**src/rtl/button_pkg.sv**
```systemverilog
// rtl/button_pkg.sv - shared state encoding and default timing for the button conditioner
package button_pkg;

    typedef enum logic [1:0] {
        IDLE    = 2'd0,
        PRESSED = 2'd1,
        HELD    = 2'd2
    } btn_state_t;

    localparam int DEF_NUM_BTN         = 3;
    localparam int DEF_DEBOUNCE_CYCLES = 1000000;
    localparam int DEF_HOLD_CYCLES     = 50000000;
    localparam int DEF_REPEAT_CYCLES   = 10000000;
    localparam bit DEF_REPEAT_EN       = 1'b1;
    localparam bit DEF_ACTIVE_HIGH     = 1'b1;

    function automatic int max_int(input int a, input int b);
        return (a > b) ? a : b;
    endfunction

endpackage

```
**src/rtl/button_channel.sv**
```systemverilog
// rtl/button_channel.sv - one button: synchroniser, debouncer, press/hold/repeat sequencer
module button_channel
    import button_pkg::*;
#(
    parameter int DEBOUNCE_CYCLES = DEF_DEBOUNCE_CYCLES,
    parameter int HOLD_CYCLES     = DEF_HOLD_CYCLES,
    parameter int REPEAT_CYCLES   = DEF_REPEAT_CYCLES,
    parameter bit REPEAT_EN       = DEF_REPEAT_EN,
    parameter bit ACTIVE_HIGH     = DEF_ACTIVE_HIGH
) (
    input  logic clk,
    input  logic rst_n,
    input  logic raw,
    output logic level,
    output logic press_pulse,
    output logic release_pulse,
    output logic hold_pulse,
    output logic repeat_pulse
);

    localparam int DB_W   = $clog2(DEBOUNCE_CYCLES + 1);
    localparam int TM_MAX = max_int(HOLD_CYCLES, REPEAT_CYCLES);
    localparam int TM_W   = $clog2(TM_MAX + 1);

    localparam logic [DB_W-1:0] DB_LAST   = DB_W'(DEBOUNCE_CYCLES - 1);
    localparam logic [DB_W-1:0] DB_SAT    = DB_W'(DEBOUNCE_CYCLES);
    localparam logic [TM_W-1:0] HOLD_LAST = TM_W'(HOLD_CYCLES - 1);
    localparam logic [TM_W-1:0] REP_LAST  = TM_W'(REPEAT_CYCLES - 1);
    localparam logic [TM_W-1:0] TM_SAT    = TM_W'(TM_MAX);

    logic            pin;
    logic            sync1;
    logic            sync2;
    logic [DB_W-1:0] db_cnt;
    logic            level_q;
    logic            accept;
    logic            acc_press;
    logic            acc_release;
    logic [TM_W-1:0] tm_cnt;
    btn_state_t      state_q;
    btn_state_t      state_d;
    logic            hold_set;
    logic            repeat_set;

    // Normalise polarity so everything downstream treats 1 as "pressed".
    assign pin = ACTIVE_HIGH ? raw : ~raw;

    // Two-flop synchroniser for the asynchronous pin.
    always_ff @(posedge clk or negedge rst_n) begin
        if (!rst_n) begin
            sync1 <= 1'b0;
            sync2 <= 1'b0;
        end else begin
            sync1 <= pin;
            sync2 <= sync1;
        end
    end

    // A change is accepted on the DEBOUNCE_CYCLES-th consecutive differing sample.
    assign accept      = (sync2 != level_q) && (db_cnt == DB_LAST);
    assign acc_press   = accept & ~level_q;
    assign acc_release = accept & level_q;

    // Debounce counter and accepted level; any agreeing sample restarts the count.
    always_ff @(posedge clk or negedge rst_n) begin
        if (!rst_n) begin
            db_cnt  <= '0;
            level_q <= 1'b0;
        end else begin
            if ((sync2 == level_q) || accept) begin
                db_cnt <= '0;
            end else if (db_cnt != DB_SAT) begin
                db_cnt <= db_cnt + 1'b1;
            end
            if (accept) begin
                level_q <= ~level_q;
            end
        end
    end

    // Sequencer state register.
    always_ff @(posedge clk or negedge rst_n) begin
        if (!rst_n) begin
            state_q <= IDLE;
        end else begin
            state_q <= state_d;
        end
    end

    // Next-state: release always wins over the hold transition.
    always_comb begin
        state_d = state_q;
        case (state_q)
            IDLE: begin
                if (acc_press) begin
                    state_d = PRESSED;
                end
            end
            PRESSED: begin
                if (acc_release) begin
                    state_d = IDLE;
                end else if (tm_cnt == HOLD_LAST) begin
                    state_d = HELD;
                end
            end
            HELD: begin
                if (acc_release) begin
                    state_d = IDLE;
                end
            end
            default: state_d = IDLE;
        endcase
    end

    // Event decode for the hold and auto-repeat pulses, suppressed on release.
    always_comb begin
        hold_set   = 1'b0;
        repeat_set = 1'b0;
        if (!acc_release) begin
            hold_set   = (state_q == PRESSED) && (tm_cnt == HOLD_LAST);
            repeat_set = REPEAT_EN && (state_q == HELD) && (tm_cnt == REP_LAST);
        end
    end

    // Shared hold/repeat timer: zero on the press cycle and after every emitted event.
    always_ff @(posedge clk or negedge rst_n) begin
        if (!rst_n) begin
            tm_cnt <= '0;
        end else if (acc_press || acc_release || hold_set || repeat_set || (state_q == IDLE)) begin
            tm_cnt <= '0;
        end else if (tm_cnt != TM_SAT) begin
            tm_cnt <= tm_cnt + 1'b1;
        end
    end

    // Registered event pulses, aligned with the level change.
    always_ff @(posedge clk or negedge rst_n) begin
        if (!rst_n) begin
            press_pulse   <= 1'b0;
            release_pulse <= 1'b0;
            hold_pulse    <= 1'b0;
            repeat_pulse  <= 1'b0;
        end else begin
            press_pulse   <= acc_press;
            release_pulse <= acc_release;
            hold_pulse    <= hold_set;
            repeat_pulse  <= repeat_set;
        end
    end

    assign level = level_q;

endmodule

```
**src/rtl/button_conditioner.sv**
```systemverilog
// rtl/button_conditioner.sv - bank of independent debounced button channels
module button_conditioner
    import button_pkg::*;
#(
    parameter int NUM_BTN         = DEF_NUM_BTN,
    parameter int DEBOUNCE_CYCLES = DEF_DEBOUNCE_CYCLES,
    parameter int HOLD_CYCLES     = DEF_HOLD_CYCLES,
    parameter int REPEAT_CYCLES   = DEF_REPEAT_CYCLES,
    parameter bit REPEAT_EN       = DEF_REPEAT_EN,
    parameter bit ACTIVE_HIGH     = DEF_ACTIVE_HIGH
) (
    input  logic               SYSCLK,
    input  logic               RSTN,
    input  logic [NUM_BTN-1:0] BTN_IN,
    output logic [NUM_BTN-1:0] BTN_LEVEL,
    output logic [NUM_BTN-1:0] BTN_PRESS,
    output logic [NUM_BTN-1:0] BTN_RELEASE,
    output logic [NUM_BTN-1:0] BTN_HOLD,
    output logic [NUM_BTN-1:0] BTN_REPEAT
);

    // One self-contained channel per button bit.
    for (genvar i = 0; i < NUM_BTN; i++) begin : g_chan
        button_channel #(
            .DEBOUNCE_CYCLES (DEBOUNCE_CYCLES),
            .HOLD_CYCLES     (HOLD_CYCLES),
            .REPEAT_CYCLES   (REPEAT_CYCLES),
            .REPEAT_EN       (REPEAT_EN),
            .ACTIVE_HIGH     (ACTIVE_HIGH)
        ) u_chan (
            .clk           (SYSCLK),
            .rst_n         (RSTN),
            .raw           (BTN_IN[i]),
            .level         (BTN_LEVEL[i]),
            .press_pulse   (BTN_PRESS[i]),
            .release_pulse (BTN_RELEASE[i]),
            .hold_pulse    (BTN_HOLD[i]),
            .repeat_pulse  (BTN_REPEAT[i])
        );
    end

endmodule

```
**config.mk**
```make
export PLATFORM = sky130hd
export DESIGN_NAME = button_conditioner
export DESIGN_NICKNAME = d
export VERILOG_FILES = /design/src/rtl/button_pkg.sv /design/src/rtl/button_channel.sv /design/src/rtl/button_conditioner.sv
export SDC_FILE = /design/constraint.sdc
export NUM_CORES = 1
export LEC_CHECK = 0
export BUFFER_PORTS_ARGS = -buffer_cell sky130_fd_sc_hd__buf_2
export CELL_PAD_IN_SITES_DETAIL_PLACEMENT = 1
export CELL_PAD_IN_SITES_GLOBAL_PLACEMENT = 2
export CORE_ASPECT_RATIO = 1.4
export CORE_MARGIN = 4
export CORE_UTILIZATION = 40
export DETAILED_ROUTE_END_ITERATION = 12
export GPL_TIMING_DRIVEN = 1
export PLACE_DENSITY = 0.83
export SYNTH_ARGS = -nofsm -noshare
export SYNTH_HDL_FRONTEND = slang
export SYNTH_SLANG_ARGS = --single-unit
```
**constraint.sdc**
```tcl
create_clock -name SYSCLK -period 3 [get_ports SYSCLK]
set_input_delay 0.15 -clock SYSCLK [delete_from_list [all_inputs] [get_ports SYSCLK]]
set_output_delay 0.15 -clock SYSCLK [all_outputs]
set_load 0.1 [all_outputs]
```
==> results of run 1 <==
==> cells in the mapped netlist, types with 12 or more instances <==
library cell / n / area share [%]
dfrtp_1: 165 / 49
nor2_1: 149 / 6.6
xor2_1: 63 / 6.5
nand3_1: 61 / 3.6
xnor2_1: 60 / 6.2
nand2_1: 47 / 2.1
nor3_1: 39 / 2.3
inv_1: 32 / 1.4
nand4_1: 31 / 2.3
and3_1: 21 / 1.6
nor4_1: 19 / 1.4
a21oi_1: 18 / 1.1
clkbuf_1: 18 / 0.80
buf_4: 17 / 1.5
and4_1: 14 / 1.5
or3_1: 13 / 0.97
ha_1: 12 / 1.8
==> worst paths after layout <==
kind	cells after the start	slack, ps	to
hold / removal	2	230	g_chan[1].u_chan.tm_cnt[13]
setup reg to reg	6	410	g_chan[0].u_chan.tm_cnt[22]
min in group SYSCLK	0	360	g_chan[1].u_chan.sync2
max in group asynchronous	3	1990	g_chan[1].u_chan.db_cnt[8]
hold reg to reg	0	360	g_chan[1].u_chan.sync2
setup / recovery	6	410	g_chan[0].u_chan.tm_cnt[22]
==> stage by stage <==
step,instance area [µm²],hold WS [ps],util (%),power [µW]
detailed placement,8730,121,42.3,2410
CTS,9400,225,45.5,4760
floorplan,8420,-146,-,2330
finish,9400,225,45.5,4690
global route,9400,247,45.5,4880
global placement,8730,116,42.3,2400
==> registers in the layout, indices dropped and copies added (netlist names) <==
register,cells
g_chan.u_chan.hold_pulse,3
g_chan.u_chan.level,3
g_chan.u_chan.db_cnt,60
g_chan.u_chan.repeat_pulse,3
g_chan.u_chan.sync2,3
g_chan.u_chan.press_pulse,3
g_chan.u_chan.state_q,6
g_chan.u_chan.tm_cnt,78
g_chan.u_chan.sync1,3
g_chan.u_chan.release_pulse,3
==> power groups by stage <==
| stage | Sequential, µW | Clock [µW] | Combinational (µW) |
|---|---|---|---|
| 2_1_floorplan | 2290 | 0 | 42.6 |
| 3_3_place_gp | 2290 | 0 | 107 |
| 3_5_place_dp | 2290 | 0 | 110 |
| 4_1_cts | 2250 | 2390 | 114 |
| 5_1_grt | 2250 | 2500 | 126 |
| 6_report | 2250 | 2330 | 107 |
==> repair_timing <==
action / 4_1_cts / 5_1_grt
endpoints found under the setup margin: 0 / 0
hold buffers: 4 / 0
hold endpoints to repair: 46 / 0
==> logic make-up after synthesis <==
logic type / count (synthesis)
mux: 8
simple gates: 457
fa+ha+maj: 12
xor+xnor: 123
buf+inv: 71
flops: 165
compound gates: 35
==> per-layer routing <==
| layer | GRT usage, % | vias to the layer above | share of wire, % | wire [µm] |
|---|---|---|---|---|
| met5 | 0 | - | 0 | 0 |
| met1 | 19.8 | 3126 | 42 | 7800 |
| met3 | 2.82 | 15 | 1.6 | 303 |
| li1 | - | 3013 | - | - |
| met2 | 31.1 | 44 | 55 | 10200 |
| met4 | 5.48 | 0 | 1.6 | 295 |
==> area by class of cell <==
type	count	area [µm²]	area share [%]
clock buffer	22	474	5.05
inverter	32	120	1.28
multi-input combinational	635	3950	42.1
clock inverter	9	150	1.60
tap	256	320	3.41
timing repair buffer	36	251	2.68
sequential	165	4130	43.9
==> run_results.csv, run 1 <==
group,metric,value,unit
timing,worst_pin_slew,758,ps
final_layout,area_growth,11.5,%
final_layout,antenna-diode-count,0,
drt,drt_iter0_drc,239,
clocking,htree_levels,4,
yosys,synth_compound_area_share,2.72,%
worst_setup_path,r2r_start,"g_chan[0].u_chan.db_cnt[7]",
yosys,synth.net_count,888,
placed_design,place_inst,1120,
final_layout,drive_gt1_share,9.12,%
timing,fmaxAchievable,387,MHz
drt,drt-pass1-iter-count,4,
clocking,cts_resized,0,
power,p_per_area,499,mW/mm²
power,switchingPower,967,µW
floorplan,die_x,131,µm
yosys,synthCells,871,
worst_setup_path,worst_setup_path_end_kind,"flip-flop",
worst_setup_path,cp.arrival,2880,ps
yosys,synthesis.area,0.00842,mm²
worst_setup_path,start_kind,"flip-flop",
worst_setup_path,cp_max_fo,26,
timing,timing.final.ws_setup,415,ps
floorplan,fp-row-count,62,
placed_design,pre_cts_ws,395,ps
power,seq_power_share,48.1,%
power,p_clk_share,49.6,%
timing,setup_violations,0,
placed_design,gp_congestion,0.744,
clocking,cts_setup_buffers,0,
yosys,synthMuxAreaShare,0.980,%
yosys,synth_top_family_by_area,"simple AND/OR/NAND/NOR gates",
yosys,ys_warn_count,0,
worst_setup_path,critPathKind,"flip-flop to flip-flop",
global_route,antenna_found_initial,0,
yosys,ys_types,52,
global_route,grt_pass1_wl,32.8,mm
clocking,cts_tree,"done",
yosys,ys_async_sr_fraction,100,%
clocking,clk_path_buf_depth,2,
power,pwr-share-comb,2.3,%
final_layout,nNetsFinal,904,
floorplan,ios,20,
worst_setup_path,worstPathCellList,"or4_1 -> or4_4 -> or3_4 -> o221ai_4 -> buf_4 -> nor2_1",
timing,fin_tns_setup,0,ps
drt,wire_per_inst,16.1,µm
timing,fin_crit,2590,ps
yosys,ys_ff_latch,165,
placed_design,port_buffers,19,
yosys,synth_flop_cell,"dfrtp_1",
drt,route.detailed.drc,0,
timing,hold_viol,0,
floorplan,die_y,180,µm
clocking,cts_buffers,17,
worst_setup_path,cp_top_family,"simple AND/OR/NAND/NOR gates",
worst_setup_path,cp.required,3290,ps
yosys,synth_edf_count,0,
timing,relSlewSlack,49.1,%
global_route,grt_pass1_vias,6704,
global_route,grt_max_degree,69,
timing,period_share,86.2,%
yosys,yosys.area_share.simple,28.6,%
floorplan,start_util,40.8,%
power,p_int,3720,µW
yosys,synth_seq_area_share,49.0,%
yosys,syn_area_per_cell,9.67,µm²
run,maxCapViolations,0,
clocking,clk_latency,430,ps
timing,fin_skew,10.4,ps
floorplan,core,0.0206,mm²
timing,rsz0062_at_grt,"false",
final_layout,fillers,2344,
power,p_leak,0.00376,µW
worst_setup_path,cp_num_buf_inv,1,
clocking,path_clk_slew,60,ps
drt,ant_nets,0,
yosys,synth-xor-area-share,12.8,%
global_route,grt_overflow,0,
timing,drv_slew,0,
final_layout,final_common_cell,"dfrtp_1",
worst_setup_path,startpoint,"g_chan[0].u_chan.db_cnt[7]",
worst_setup_path,critPathMaxStageDelay,550,ps
run_status,outcome,"finished, final reports clean",
drt,drt-total-wl,18.6,mm
global_route,grt.total_usage,17.0,%
worst_setup_path,cp_slowest_cell,"or4_4",
drt,vias,6198,
floorplan,die_area,0.0235,mm²
drt,drt-vias-per-instance,5.37,
hold_path,hp-class,"primary input to asynchronous set/reset pin",
clocking,cts_sinks,165,
yosys,yosys.area_share.adder,1.78,%
final_layout,final_cells,1155,
placed_design,hpwl,12.7,mm
power,peakVddDrop,0.425,mV
final_layout,final_cell_mix,"dfrtp_1 (165), nor2_1 (149), xor2_1 (63)",
power,sw_frac_of_total,20.6,%
clocking,clockRootBuffer,"clkbuf_16",
No activity file was read; power rests on OpenSTA's default activity.
==> inputs of run 2 (changes only) <==
--- a/config.mk
+++ b/config.mk
@@ -14,6 +14,7 @@
 export DETAILED_ROUTE_END_ITERATION = 12
 export GPL_TIMING_DRIVEN = 1
 export PLACE_DENSITY = 0.83
+export RECOVER_POWER = 50
 export SYNTH_ARGS = -nofsm -noshare
 export SYNTH_HDL_FRONTEND = slang
 export SYNTH_SLANG_ARGS = --single-unit
==> constraint.sdc (replaced) <==
create_clock -name SYSCLK -period 3 [get_ports SYSCLK]
set_input_delay 0.15 -clock SYSCLK [delete_from_list [all_inputs] [get_ports SYSCLK]]
set_output_delay 0.15 -clock SYSCLK [all_outputs]
set_load 0.01 [all_outputs]
==> run 2 against run 1 <==
  * The flow now finishes with violations (max-capacitance violations, max-slew violations)
  * Non-clock buffer count unchanged
  * Global-route usage unchanged
  * Count of clock-buffer cells in the layout did not move
  * Worst hold slack better by 130 ps
  * Utilization decreased by 0.085 points
  * Die area is the same
==> run_results.csv, run 2 (same netlist as run 1, synthesis figures left out) <==
group,metric,value,unit
final_layout,largest_reg_flops,78,
clocking,path_clk_slew,60,ps
timing,fin_tns_setup,0,ps
final_layout,area_growth,11.3,%
placed_design,gp_congestion,0.744,
floorplan,die_area,0.0235,mm²
hold_path,hp-class,"flip-flop to flip-flop",
global_route,grt.total_usage,17.0,%
global_route,use_met1,19.8,%
placed_design,hpwl,12.7,mm
global_route,grt_pass1_wl,32.8,mm
global_route,grt_max_degree,69,
run_status,outcome,"complete, but fails checks",
worst_setup_path,cp.required,3290,ps
global_route,grt_pass1_vias,6704,
global_route,met2_usage,31.1,%
drt,wire_per_inst,16.1,µm
clocking,ctsHoldBuffers,4,
global_route,grt_use_met3,2.82,%
drt,drt-pass1-iter-count,4,
clocking,htree_levels,4,
worst_setup_path,cp_max_fo,26,
drt,ant_nets,0,
floorplan,die_y,180,µm
floorplan,die_x,131,µm
worst_setup_path,cp.arrival,2880,ps
drt,drt-vias-per-instance,5.36,
floorplan,start_util,40.8,%
timing,fin_skew,10.9,ps
drt,drt_iter0_drc,238,
run_status,violations,"max-capacitance violations, max-slew violations",
final_layout,final_util,45.5,%
power,p_per_area,500,mW/mm²
final_layout,largest-register,"g_chan.u_chan.tm_cnt",
global_route,busiest_layer,"met2",
clocking,clockRootBuffer,"clkbuf_16",
clocking,cts_resized,0,
timing,fin_crit,2580,ps
timing,setup_violations,0,
timing,hold-worst-slack,359,ps
timing,period_share,86.1,%
clocking,cts_tree,"done",
worst_setup_path,critPathKind,"flip-flop to flip-flop",
power,p_leak,0.00371,µW
timing,drv_slew,46,
floorplan,fp-row-count,62,
global_route,antenna_found_initial,0,
timing,worst_pin_slew,2130,ps
clocking,clk_latency,430,ps
timing,hold_viol,0,
clocking,clk_path_buf_depth,2,
drt,vias,6191,
global_route,grt_overflow,0,
floorplan,ios,20,
drt,drt-total-wl,18.6,mm
final_layout,final_common_cell,"dfrtp_1",
final_layout,fillers,2350,
final_layout,final_cell_mix,"dfrtp_1 (165), nor2_1 (149), xor2_1 (63)",
final_layout,reg_top3,"g_chan.u_chan.tm_cnt: 78 flops, g_chan.u_chan.db_cnt: 60 flops, g_chan.u_chan.state_q: 6 flops",
timing,rsz0062_at_grt,"false",
final_layout,antenna-diode-count,0,
final_layout,nNetsFinal,904,
timing,fmaxAchievable,387,MHz
timing,relSlewSlack,-41.7,%
run,maxCapViolations,1,
clocking,cts_sinks,165,
floorplan,core,0.0206,mm²
worst_setup_path,start_kind,"flip-flop",
worst_setup_path,worst_setup_path_end_kind,"flip-flop",
power,peakVddDrop,0.425,mV
placed_design,port_buffers,19,
clocking,cts_buffers,17,
final_layout,drive_gt1_share,7.68,%
clocking,cts_setup_buffers,0,
drt,route.detailed.drc,0,
## run 2: cell types whose count changed in the layout (fill, tap and decap cells not counted), sizes merged
cell,before,now
buf,32,19
dlygate4sd2,0,1
clkbuf,22,34
## run 2: report_power, final
part           switching (µW)  internal [µW]  total, µW
sequential               14.8           2240       2250
clock                     874           1450       2330
combinational            77.9           28.8        107
total                     967           3720       4690
## run 2: worst paths after layout
check	startpoint	endpoint	slack (ps)	cells past startpoint
max	g_chan[0].u_chan.db_cnt[7]	g_chan[0].u_chan.tm_cnt[22]	420	6
min	g_chan[1].u_chan.sync1	g_chan[1].u_chan.sync2	360	0
max reg2reg	g_chan[0].u_chan.db_cnt[7]	g_chan[0].u_chan.tm_cnt[22]	420	6
min reg2reg	g_chan[1].u_chan.sync1	g_chan[1].u_chan.sync2	360	0
max in group asynchronous	RSTN	g_chan[1].u_chan.db_cnt[8]	600	3
min in group asynchronous	RSTN	g_chan[1].u_chan.tm_cnt[13]	1030	2
## run 2: final cells by class
cell class                      count  area, µm²  share of cell area (%)
Clock buffer                       22        474                    5.06
Clock inverter                      9        150                    1.60
Inverter                           32        120                    1.28
Multi-Input combinational cell    635       3950                    42.1
Sequential cell                   165       4130                    44.0
Tap cell                          256        320                    3.42
Timing Repair Buffer               36        234                    2.49
## run 2: per-stage QoR
stage | power [µW] | worst slack [ps] | instance area [µm²] | std cells
2_1_floorplan | 2330 | 603 | 8420 | 871
3_3_place_gp | 2400 | 471 | 8730 | 1120
3_5_place_dp | 2410 | 395 | 8730 | 1120
4_1_cts | 4760 | 394 | 9400 | 1155
5_1_grt | 4880 | 157 | 9380 | 1155
6_report | 4690 | 416 | 9380 | 1155
## run 2: critical path, cell delays in order, from the launching register on
cell,delay (ps)
dfrtp_1,420
or4_1,530
or4_4,550
or3_4,400
o221ai_4,130
buf_4,310
nor2_1,90
## run 2: per-layer routing
metal / share of wire, % / vias to the layer above
met4: 1.6 / 0
li1: - / 3012
met3: 1.5 / 15
met2: 55 / 39
met1: 42 / 3125
met5: 0 / -
==> inputs of run 3 (changes only) <==
--- a/config.mk
+++ b/config.mk
@@ -8,13 +8,13 @@
 export BUFFER_PORTS_ARGS = -buffer_cell sky130_fd_sc_hd__buf_2
 export CELL_PAD_IN_SITES_DETAIL_PLACEMENT = 1
 export CELL_PAD_IN_SITES_GLOBAL_PLACEMENT = 2
-export CORE_ASPECT_RATIO = 1.4
 export CORE_MARGIN = 4
 export CORE_UTILIZATION = 40
 export DETAILED_ROUTE_END_ITERATION = 12
 export GPL_TIMING_DRIVEN = 1
-export PLACE_DENSITY = 0.83
+export PLACE_DENSITY = 0.82
 export RECOVER_POWER = 50
 export SYNTH_ARGS = -nofsm -noshare
 export SYNTH_HDL_FRONTEND = slang
+export SYNTH_HIERARCHICAL = 1
 export SYNTH_SLANG_ARGS = --single-unit
==> run 3 against run 2 <==
  * The run still ends with max-capacitance violations, max-slew violations left
  * Utilization grew 0.78 points
  * Wire length decreased by 1.4%
  * Critical endpoint is now g_chan[0].u_chan/tm_cnt[25]
  * Final area grew 0.39%
  * Largest power group unchanged
==> run_results.csv, run 3 <==
group,metric,value,unit
yosys,synth_edf_count,0,
yosys,synth_top_area_share,49.6,%
worst_setup_path,critPathKind,"flip-flop to flip-flop",
placed_design,pre_cts_ws,647,ps
global_route,grt.total_usage,16.6,%
global_route,grt_pass1_vias,6610,
floorplan,start_util,40.9,%
timing,setup_violations,0,
final_layout,antenna-diode-count,0,
placed_design,place_area,0.00871,mm²
yosys,synthesis.area,0.00833,mm²
yosys,synth_common_cells,"nor2_1 (166), dfrtp_1 (165), xor2_1 (81), nand3_1 (56), xnor2_1 (46)",
timing,drv_slew,77,
clocking,clk_path_buf_depth,2,
yosys,synth_most_common_cell,"nor2_1",
clocking,clk_latency,420,ps
drt,ant_nets,0,
worst_setup_path,start_kind,"flip-flop",
worst_setup_path,reg2reg_slack,600,ps
final_layout,largest_reg_flops,78,
floorplan,core,0.0204,mm²
drt,route.detailed.drc,0,
worst_setup_path,startpoint,"g_chan[0].u_chan/tm_cnt[18]",
run_status,outcome,"complete, but fails checks",
clocking,clockRootBuffer,"clkbuf_16",
timing,hold_viol,0,
clocking,cts_tree,"done",
yosys,synthCells,826,
drt,drt-pass1-iter-count,4,
placed_design,hpwl,12.8,mm
global_route,grt_overflow,0,
power,p_per_area,522,mW/mm²
yosys,synth_seq_area_share,49.6,%
worst_setup_path,cp_max_fo,18,
global_route,antenna_found_initial,0,
clocking,cts_sinks,165,
timing,relSlewSlack,-29.1,%
global_route,grt_max_degree,78,
timing,hold-worst-slack,366,ps
final_layout,final_cell_mix,"nor2_1 (166), dfrtp_1 (165), xor2_1 (81)",
hold_path,hp-class,"flip-flop to flip-flop",
drt,wire_per_inst,16.1,µm
timing,period_share,79.9,%
final_layout,fin_area,0.00942,mm²
final_layout,drive_gt1_share,8.16,%
worst_setup_path,cp.required,3290,ps
worst_setup_path,r2r_end,"g_chan[0].u_chan/tm_cnt[25]",
clocking,path_clk_slew,70,ps
final_layout,fillers,2266,
yosys,synth_area_leader_cell,"dfrtp_1",
final_layout,nNetsFinal,875,
timing,fin_skew,12.7,ps
power,p_leak,0.00382,µW
final_layout,largest-register,"g_chan.u_chan/tm_cnt",
worst_setup_path,worst_setup_path_end_kind,"flip-flop",
hold_path,min_from,"g_chan[2].u_chan/sync1",
yosys,ys_async_sr_fraction,100,%
drt,vias,5981,
yosys,ys_top_cells_by_area,"dfrtp_1 (50%), xor2_1 (8.5%), nor2_1 (7.5%)",
timing,worst_pin_slew,1940,ps
clocking,cts_resized,0,
drt,drt_iter0_drc,217,
timing,fmaxAchievable,417,MHz
timing,rsz0062_at_grt,"false",
final_layout,final_common_cell,"nor2_1",
floorplan,die_y,152,µm
worst_setup_path,endpoint,"g_chan[0].u_chan/tm_cnt[25]",
yosys,ys_warn_count,6,
worst_setup_path,r2r_start,"g_chan[0].u_chan/tm_cnt[18]",
placed_design,gp_congestion,0.785,
clocking,cts_buffers,17,
timing,timing.final.ws_setup,603,ps
timing,fin_tns_setup,0,ps
yosys,ys_types,49,
run,maxCapViolations,1,
yosys,ys_ff_latch,165,
global_route,grt_pass1_wl,32.4,mm
clocking,htree_levels,4,
final_layout,area_growth,13.0,%
final_layout,reg_top3,"g_chan.u_chan/tm_cnt: 78 flops, g_chan.u_chan/db_cnt: 60 flops, g_chan.u_chan/state_q: 6 flops",
floorplan,fp-row-count,52,
drt,drt-vias-per-instance,5.25,
timing,fin_crit,2400,ps
run_status,violations,"max-capacitance violations, max-slew violations",
power,peakVddDrop,0.364,mV
floorplan,die_area,0.0232,mm²
power,finalPower,4920,µW
yosys,synth.net_count,843,
worst_setup_path,r2r_cells,6,
yosys,syn_area_per_cell,10.1,µm²
drt,drt-total-wl,18.4,mm
floorplan,ios,20,
yosys,synth_flop_cell,"dfrtp_1",
worst_setup_path,cp.arrival,2690,ps
placed_design,port_buffers,19,
floorplan,die_x,152,µm
[run 3: cell types whose count changed in the layout (fill, tap and decap cells not counted), sizes merged, moves of 7 or more]
cell / previous run / this run
or3: 14 / 1
buf: 19 / 12
o21ai: 9 / 2
inv: 32 / 21
xnor2: 60 / 46
nor3b: 3 / 10
a21oi: 18 / 10
nor3: 39 / 14
xor2: 63 / 81
nor2: 149 / 166
[run 3: cells by family (layout without fill, tap and decap cells)]
group / Yosys count / after routing / share of synthesized area, %
adders and majority gates: 12 / 12 / 1.80
muxes: 9 / 9 / 1.13
AOI/OAI and AO/OA: 24 / 24 / 2.07
xor gates and xnor gates: 127 / 127 / 13.4
DFF: 165 / 165 / 49.6
and+or+nand+nor: 448 / 448 / 29.4
buffers and inverters: 41 / 85 / 2.66
[run 3: stage by stage]
| stage | utilization, % | instances |
|---|---|---|
| floorplan | - | 826 |
| detailed placement | 42.8 | 1105 |
| global route | 46.2 | 1140 |
| global placement | 42.8 | 1105 |
| CTS | 46.4 | 1140 |
| finish | 46.2 | 1140 |
[run 3: final cells by class]
cell class                 count  area [µm²]  area share, %
multi-input combinational    620        3980           42.3
sequential                   165        4130           43.9
clock inverter                 9         223           2.37
inverter                      21        78.8          0.837
clock buffer                  22         464           4.93
tap                          270         338           3.59
timing repair buffer          33         203           2.15
[run 3: worst min path at each step]
stage / end / cells past startpoint
after global placement: g_chan[2].u_chan/db_cnt[9] / 1
after detailed placement: g_chan[2].u_chan/db_cnt[10] / 1
after floorplan: g_chan[0].u_chan/db_cnt[0] / 0
after global routing: g_chan[0].u_chan/sync1 / 2
final: g_chan[2].u_chan/sync2 / 0
after CTS: g_chan[0].u_chan/sync1 / 2
[run 3: timing repair]
| action | in CTS | in global routing |
|---|---|---|
| setup buffers | 0 | 0 |
| hold endpoints to repair | 78 | 0 |
| hold buffers | 4 | 0 |
[run 3: critical path, cell delays in order (launching register included)]
cell      delay (ps)
dfrtp_1          420
or4b_2           720
nor4_1           400
nand3_1          240
o311ai_4         100
buf_4            280
nor2_1            90
[run 3: where the power goes]
group | internal, µW | total (µW) | switching (µW)
Sequential | 2240 | 2250 | 15.1
Clock | 1690 | 2560 | 871
Combinational | 28.2 | 104 | 76.2
Total | 3950 | 4920 | 963
[run 3: per-layer routing]
layer	vias to the layer above	global-route usage [%]	part of all wire, %
li1	2902	-	-
met1	3029	20.6	46
met2	38	29.6	52
met3	12	3.35	1.7
met4	0	4.24	0.89
met5	-	0	0
